## config.mk

```make
export PLATFORM = sky130hd
export DESIGN_NAME = ifetch_unit
export DESIGN_NICKNAME = d
export VERILOG_FILES = /design/src/rtl/ifetch_unit.sv
export SDC_FILE = /design/constraint.sdc
export NUM_CORES = 1
export LEC_CHECK = 0
export ABC_CLOCK_PERIOD_IN_PS = 6000
export CAP_MARGIN = 20
export CORE_MARGIN = 2
export CORE_UTILIZATION = 30
export DETAILED_ROUTE_END_ITERATION = 8
export GPL_ROUTABILITY_DRIVEN = 1
export PLACE_DENSITY_LB_ADDON = 0.08
export SLEW_MARGIN = 20
export SYNTH_ARGS = -nofsm -noshare
export SYNTH_HDL_FRONTEND = slang
export SYNTH_SLANG_ARGS = --single-unit
```

## constraint.sdc

```tcl
create_clock -name clk -period 6 [get_ports clk]
set_input_delay 0.9 -clock clk [delete_from_list [all_inputs] [get_ports clk]]
set_output_delay 0.9 -clock clk [all_outputs]
set_load 0.02 [all_outputs]
```

## src/rtl/ifetch_unit.sv

```systemverilog
// Instruction fetch stage: holds the PC, requests instructions from the controller,
// predicts the next PC (JAL always taken, branches via a 2-bit BHT) and hands results to decode.
module ifetch_unit #(
  parameter int                    ADDR_WIDTH = 32,
  parameter int                    INST_WIDTH = 32,
  parameter int                    BHT_IDX_W  = 6,
  parameter logic [ADDR_WIDTH-1:0] RESET_PC   = '0
) (
  input  logic                  clk,
  input  logic                  rst_in,
  input  logic                  rdy_in,
  input  logic                  flush,
  input  logic [ADDR_WIDTH-1:0] flush_pc,
  input  logic                  br_upd_en,
  input  logic [ADDR_WIDTH-1:0] br_upd_pc,
  input  logic                  br_taken,
  output logic                  if2ctrl_en,
  output logic [ADDR_WIDTH-1:0] next_PC,
  input  logic                  inst_rdy,
  input  logic [INST_WIDTH-1:0] inst_out,
  input  logic                  dec_full,
  output logic                  if2dec_en,
  output logic [INST_WIDTH-1:0] if2dec_inst,
  output logic [ADDR_WIDTH-1:0] if2dec_pc,
  output logic                  if2dec_is_c,
  output logic                  if2dec_pred_taken
);

  localparam logic [1:0] ST_FETCH    = 2'd0;
  localparam logic [1:0] ST_HOLD     = 2'd1;
  localparam logic [1:0] ST_REDIRECT = 2'd2;
  localparam int         BHT_N       = 1 << BHT_IDX_W;
  localparam logic [6:0] OP_JAL      = 7'b1101111;
  localparam logic [6:0] OP_BRANCH   = 7'b1100011;

  logic [1:0]            state;
  logic [ADDR_WIDTH-1:0] pc;
  logic [1:0]            bht [BHT_N];

  logic                  is_c;
  logic [6:0]            opcode;
  logic signed [ADDR_WIDTH-1:0] j_off;
  logic signed [ADDR_WIDTH-1:0] b_off;
  logic [ADDR_WIDTH-1:0] npc;
  logic                  pred_taken;
  logic [BHT_IDX_W-1:0]  lk_idx;
  logic [BHT_IDX_W-1:0]  up_idx;

  function automatic logic [1:0] sat_update(input logic [1:0] cnt, input logic up);
    if (up) return (cnt == 2'b11) ? cnt : cnt + 2'b01;
    else    return (cnt == 2'b00) ? cnt : cnt - 2'b01;
  endfunction

  assign if2ctrl_en = (state == ST_FETCH) && !flush;
  assign next_PC    = pc;
  assign lk_idx     = pc[BHT_IDX_W:1];
  assign up_idx     = br_upd_pc[BHT_IDX_W:1];
  assign is_c       = (inst_out[1:0] != 2'b11);
  assign opcode     = inst_out[6:0];
  assign j_off      = {{(ADDR_WIDTH-20){inst_out[31]}}, inst_out[19:12], inst_out[20],
                       inst_out[30:21], 1'b0};
  assign b_off      = {{(ADDR_WIDTH-12){inst_out[31]}}, inst_out[7], inst_out[30:25],
                       inst_out[11:8], 1'b0};

  // Static prediction; the BHT read sees the pre-update counter when an update hits the same entry.
  always_comb begin
    npc        = pc + (is_c ? ADDR_WIDTH'(2) : ADDR_WIDTH'(4));
    pred_taken = 1'b0;
    if (!is_c && opcode == OP_JAL) begin
      npc        = $unsigned($signed(pc) + j_off);
      pred_taken = 1'b1;
    end else if (!is_c && opcode == OP_BRANCH && bht[lk_idx][1]) begin
      npc        = $unsigned($signed(pc) + b_off);
      pred_taken = 1'b1;
    end
  end

  always_ff @(posedge clk or negedge rst_in) begin
    if (!rst_in) begin
      state             <= ST_FETCH;
      pc                <= RESET_PC;
      if2dec_en         <= 1'b0;
      if2dec_inst       <= '0;
      if2dec_pc         <= '0;
      if2dec_is_c       <= 1'b0;
      if2dec_pred_taken <= 1'b0;
      for (int i = 0; i < BHT_N; i++) bht[i] <= 2'b01;
    end else if (rdy_in) begin
      if (br_upd_en) bht[up_idx] <= sat_update(bht[up_idx], br_taken);
      if2dec_en <= 1'b0;
      if (flush) begin
        pc    <= flush_pc;
        state <= ST_REDIRECT;
      end else begin
        case (state)
          ST_FETCH: begin
            if (inst_rdy) begin
              pc                <= npc;
              if2dec_inst       <= inst_out;
              if2dec_pc         <= pc;
              if2dec_is_c       <= is_c;
              if2dec_pred_taken <= pred_taken;
              if (dec_full) state <= ST_HOLD;
              else          if2dec_en <= 1'b1;
            end
          end
          ST_HOLD: begin
            if (!dec_full) begin
              if2dec_en <= 1'b1;
              state     <= ST_FETCH;
            end
          end
          default: state <= ST_FETCH;
        endcase
      end
    end
  end

endmodule

```

==> summary.md, run 1 <==
| Metric | Value |
|---|---|
| Hold_buf cts | 0 |
| WP buf/inv | 2 |
| Worst slew pin tran | 1.05 ns |
| Slowest stage delay, CP | 0.73 ns |
| Worst endpoint required time | 6.49 ns |
| Antenna violations before repair | 1 |
| HP Class | input pin to async pin |
| Yosys warns | 0 |
| WL final | 53.8 mm |
| Die Y | 227 um |
| P_leak | 7.58 nW |
| Post-CTS Resized | 0 |
| Total track usage | 20.8% |
| RSZ-0062 raised after global routing | no |
| Maxcap violations | 0 |
| Mapped Cells | 1686 |
| Crit path top cell by count | buf_4 |
| First-pass GRT wire length | 82.3 mm |
| Final setup fails | 0 |
| P per Cell Area | 324 nW/um^2 |
| Via density | 5.25 |
| GRT Residual Overflow | 0 |
| WL/cell | 21.4 um |
| Worst-Skew Late Latency | 0.60 ns |
| DR iter-0 viols | 768 |
| Die Area | 51600 um^2 |
| Top-area cell type share of the netlist area | 27.6% |
| # IOs | 204 |
| Die Wd | 227 um |
| Dominant synthesized flop cell | dfrtp_1 |
| Synth area leader | dfrtp_1 |
| Pin count of the biggest net entering global routing | 149 |
| CORE AREA | 49100 um^2 |
| Worst-path cell chain | buf_4 -> mux4_2 -> mux2i_1 -> a22oi_1 -> nand3_1 -> o22a_1 -> buf_4 -> nand2_1 -> a21oi_1 -> a221oi_1 -> o21ai_0 |
| Syn Std Cell Area | 14900 um^2 |
| GPL Wtd Cong | 0.865 |
| Final WS setup | 1.85 ns |
| Worst EP arrival | 4.64 ns |
| Share of post-route cells with drive strength above 1 | 14.9% |
| Reg2reg start | next_PC[1] |
| Crit path launch type | flip-flop |
| Via count | 13200 |
| H-tree levels | 1 |
| EDFF count, synth | 0 |
| Synth-to-layout area growth | 22.2% |
| Initial core utilization | 30.5% |
| Antenna viol nets, final | 0 |
| Post-synthesis cell type count | 84 |
| Seq cells post-synth | 229 |
| Crit path launch | next_PC[1] |
| N_diodes | 0 |
| Fin nets | 1980 |
| Post-Syn Area per Cell | 8.86 um^2 |
| Setup TNS | 0 ns |
| Critical path's top delay family | compound AO/OA/AOI/OAI gates |
| Maximum achievable frequency | 241 MHz |
| Cells on worst reg2reg path | 11 |
| Worst clock skew | 0.0337 ns |
| CTS sink count | 229 |
| TritonCTS clock tree | built |
| Row count | 81 |
| RR Endpoint | next_PC[16] |
| Final hold vios | 0 |
| # DRC | 0 |
| Minimum clock period | 4.15 ns |
| Slew Viols, Final | 0 |
| Final period util | 69.2% |
| CP max-delay cell | dfrtp_1 |
| Syn nets | 1838 |
| Number of global-route vias before repair | 13100 |
| HPWL Detailed | 38.3 mm |
| DP Cell Count | 2461 |
| Crit Path Category | flip-flop to flip-flop |
| Final cell count without fillers | 2515 |
| Root Buffer | clkbuf_16 |
| Fin Hold WS | 0.287 ns |
| Setup crit end kind | flip-flop |
| Placed cell areas | 17300 um^2 |
| Post-synth ARST share | 100% |
| I/O Buffers | 177 |
| Num CTS Buffers | 29 |
| Max clock buf depth | 3 |
| Utilization after layout | 37.2% |
| Post-place setup slack | 1.38 ns |
| Total power | 5.91 mW |
| Largest cells by area after synthesis | dfrtp_1 (28%), dfstp_2 (11%), nand2_1 (8.4%) |
| Post-CTS Setup Inserts | 0 |
| Worst vdd ir | 0.217 mV |
| Max_slew headroom | 29.6% |
| CTS clk-pin slew, worst paths | 0.06 ns |
| Sequential element share of the synthesized area | 38.9% |
| DRT Pass-1 Iters | 6 |
| Maximum fanout along the worst path | 26 |
| Final Cell Area | 18300 um^2 |
| Register-to-Register Setup Slack | 1.85 ns |
| Status | finished clean |
==> synth_stat cells (26+ instances only) <==
master and number:
nand3_1 49, nor2_1 144, o21ai_0 112, dfrtp_1 165
dfstp_2 64, xnor2_1 43, clkbuf_1 51, mux2i_1 26
ha_1 45, nand2_1 336, a21oi_1 123, inv_1 26
xor2_1 26, mux2_2 85
==> how the worst max path moves through the flow <==
stage | slack, ns | depth (start not counted) | end
after floorplan | 2.67 | 12 | next_PC[23]
after global placement | 1.35 | 13 | next_PC[29]
after detailed placement | 1.38 | 13 | next_PC[29]
after CTS | 1.76 | 11 | next_PC[16]
after global routing | 1.52 | 11 | next_PC[16]
final | 1.85 | 11 | next_PC[16]
==> area by class of cell <==
| class | count | area [um^2] |
|---|---|---|
| clock buffer | 41 | 801 |
| clock inverter | 13 | 160 |
| fill | 5137 | 30800 |
| inverter | 28 | 105 |
| multi-input combinational | 1333 | 8550 |
| sequential | 229 | 5810 |
| tap | 664 | 831 |
| timing repair buffer | 207 | 2000 |
==> registers in the layout, summed over array words and instances, names as in the netlist <==
signal             cells
if2dec_en              1
bht                  128
if2dec_pred_taken      1
if2dec_inst           32
state                  2
if2dec_is_c            1
if2dec_pc             32
next_PC               32
==> cells in the final DEF (no fill, tap or decap), drive strengths merged, types with 6 or more instances in the layout <==
| cell type | instances |
|---|---|
| nand2 | 336 |
| clkdlybuf4s50 | 173 |
| dfrtp | 165 |
| nor2 | 144 |
| o21ai | 131 |
| a21oi | 125 |
| mux2 | 87 |
| dfstp | 64 |
| nand3 | 49 |
| ha | 45 |
| xnor2 | 43 |
| clkbuf | 41 |
| buf | 34 |
| inv | 28 |
| mux2i | 26 |
| xor2 | 26 |
| mux4 | 24 |
| nor3 | 23 |
| a211oi | 19 |
| and3 | 18 |
| o211ai | 17 |
| a22oi | 16 |
| or3 | 15 |
| nor2b | 14 |
| nand2b | 13 |
| a21o | 13 |
| o22ai | 12 |
| a221oi | 10 |
| nand4 | 10 |
| and2 | 10 |
| a31oi | 9 |
| o31ai | 9 |
| nand3b | 8 |
| o21a | 8 |
| nor4 | 8 |
| clkinv | 8 |
| o221ai | 6 |
==> metal layers <==
| metal | vias to the layer above | wire [um] | GRT usage [%] |
|---|---|---|---|
| met5 | - | 0 | 0 |
| met4 | 0 | 1250 | 4.87 |
| met3 | 71 | 2910 | 3.02 |
| met2 | 350 | 24100 | 32.7 |
| met1 | 6479 | 25600 | 30.2 |
| li1 | 6305 | - | - |
==> worst register-to-register path: cells and delay by family, from the launching register on <==
family | cells | cell delay, ns
flops | 1 | 0.73
simple gates | 2 | 0.28
compound gates | 5 | 1.32
buf+inv | 2 | 0.88
mux | 2 | 0.84
==> logic make-up after synthesis <==
| kind of cell | count (synthesis) | synth area share (%) |
|---|---|---|
| xor+xnor | 69 | 4.05 |
| mux | 137 | 12.0 |
| simple gates | 663 | 19.6 |
| flops | 229 | 38.9 |
| buf+inv | 124 | 4.11 |
| compound gates | 415 | 17.1 |
| fa+ha+maj | 49 | 4.26 |
==> report_power, final <==
part           internal [mW]  leakage, nW  total [mW]  switching, mW
clock                   1.06        0.469        1.79          0.735
sequential              1.79         2.77        2.03          0.242
combinational          0.891         4.34        2.08           1.19
No activity file was read; power rests on OpenSTA's default activity.
==> inputs of run 2 (changes only) <==
ABC_CLOCK_PERIOD_IN_PS = 4300   (was 6000)
clock period = 4.3 ns   (was 6 ns; I/O delays follow)
==> summary.md, run 2 (synthesis results as in run 1) <==
| Metric | Value |
|---|---|
| HPWL Detailed | 39.7 mm |
| CTS clk-pin slew, worst paths | 0.06 ns |
| Via density | 5.22 |
| Crit Path Category | flip-flop to flip-flop |
| Number of global-route vias before repair | 13300 |
| Worst slew pin tran | 0.865 ns |
| Post-CTS Resized | 0 |
| H-tree levels | 1 |
| TritonCTS clock tree | built |
| RSZ-0062 raised after global routing | no |
| Root Buffer | clkbuf_16 |
| Register with the most flip-flops | bht |
| Final hold vios | 0 |
| Antenna violations before repair | 0 |
| Worst endpoint required time | 4.81 ns |
| DP Cell Count | 2516 |
| Max_slew headroom | 42.3% |
| Via count | 13400 |
| GPL Wtd Cong | 0.885 |
| Num CTS Buffers | 29 |
| Antenna viol nets, final | 0 |
| Pin count of the biggest net entering global routing | 103 |
| Share of post-route cells with drive strength above 1 | 17.1% |
| Worst clock skew | 0.0144 ns |
| Row count | 81 |
| GRT Residual Overflow | 0 |
| Worst vdd ir | 0.290 mV |
| Initial core utilization | 30.5% |
| Flip-flop count of the largest register after layout | 128 |
| Final period util | 87.4% |
| Crit path launch type | flip-flop |
| Final setup fails | 0 |
| Worst EP arrival | 4.27 ns |
| Fin Hold WS | 0.100 ns |
| Fill cell count | 5105 |
| Commonest non-fill, non-tap cells in the layout | nand2_1 (335), clkdlybuf4s50_1 (173), dfrtp_1 (165) |
| Synth-to-layout area growth | 25.1% |
| First-pass GRT wire length | 82.5 mm |
| Worst-Skew Late Latency | 0.59 ns |
| CP max-delay cell | dfrtp_1 |
| Worst-path cell chain | inv_1 -> fa_1 -> nand2b_1 -> a21oi_1 -> o21ai_0 -> a2111oi_2 -> buf_4 -> o21bai_1 -> and3_1 -> nor4b_1 -> a211oi_1 -> o21ai_1 |
| N_diodes | 0 |
| Setup crit end kind | flip-flop |
| I/O Buffers | 177 |
| Die Area | 51600 um^2 |
| Die Wd | 227 um |
| P_leak | 7.83 nW |
| Maxcap violations | 0 |
| Final cell count without fillers | 2569 |
| Setup TNS | 0 ns |
| Slowest stage delay, CP | 0.67 ns |
| P per Cell Area | 444 nW/um^2 |
| CTS sink count | 229 |
| Most common cell after layout, fill and taps aside | nand2_1 |
| Max clock buf depth | 3 |
| Hold_buf cts | 0 |
| Total track usage | 20.9% |
| HP Class | input pin to async pin |
| Total power | 8.30 mW |
| Maximum achievable frequency | 266 MHz |
| Fin nets | 2035 |
| DR iter-0 viols | 842 |
| WL final | 54.6 mm |
| Slew Viols, Final | 0 |
| # DRC | 0 |
| Post-CTS Setup Inserts | 0 |
| CORE AREA | 49100 um^2 |
| Die Y | 227 um |
| # IOs | 204 |
| WL/cell | 21.3 um |
| Status | finished clean |
| Maximum fanout along the worst path | 10 |
| DRT Pass-1 Iters | 5 |
| Minimum clock period | 3.76 ns |
run 2: cell types whose count changed in the layout (fill, tap and decap cells not counted), sizes merged:
cell and delta:
buf +55, bufinv -1, clkbuf +7, clkinv -7
run 2: stage by stage:
stage	utilization (%)	setup slack [ns]	instance area, um^2
final	38.1	0.540	18700
after global routing	38.1	0.190	18700
after CTS	38.1	0.478	18700
after detailed placement	36.2	0.188	17700
after global placement	36.2	0.216	17700
after floorplan	-	1.12	14900
run 2: critical path, delay by kind of cell (launching register included):
family	cells	cell delay [ns]
buf+inv	2	0.43
fa+ha+maj	1	0.48
flops	1	0.67
compound gates	6	1.29
simple gates	3	0.78
run 2: final timing paths:
path                                from             to  slack, ns  cells past startpoint
setup reg to reg              next_PC[2]    next_PC[29]       0.54                     12
hold reg to reg            if2dec_pc[25]  if2dec_pc[25]       0.47                      2
hold / removal                    rst_in  if2dec_pc[15]       0.10                      1
max in group asynchronous         rst_in     next_PC[7]       3.22                      2
setup / recovery              next_PC[2]    next_PC[29]       0.54                     12
min in group clk           if2dec_pc[25]  if2dec_pc[25]       0.47                      2
run 2: where the power goes:
part           switching, mW  leakage (nW)  internal (mW)  total (mW)
combinational           1.72          4.62           1.32        3.04
clock                   1.02         0.442           1.44        2.46
sequential             0.298          2.77           2.50        2.80
total                   3.04          7.83           5.26        8.30
run 2: layer usage:
| metal | track usage [%] | share of wire, % | vias up |
|---|---|---|---|
| met4 | 4.49 | 1.9 | 0 |
| met1 | 29.9 | 48 | 6608 |
| li1 | - | - | 6402 |
| met2 | 33.3 | 45 | 359 |
| met5 | 0 | 0 | - |
| met3 | 3.32 | 5.5 | 54 |
run 2: cell type report:
class,instances,area (um^2),area share (%)
Multi-Input combinational cell,1333,8550,45.8
Clock inverter,5,95.1,0.509
Inverter,28,105,0.563
Sequential cell,229,5810,31.1
Timing Repair Buffer,262,2450,13.1
Clock buffer,48,837,4.48
Tap cell,664,831,4.45
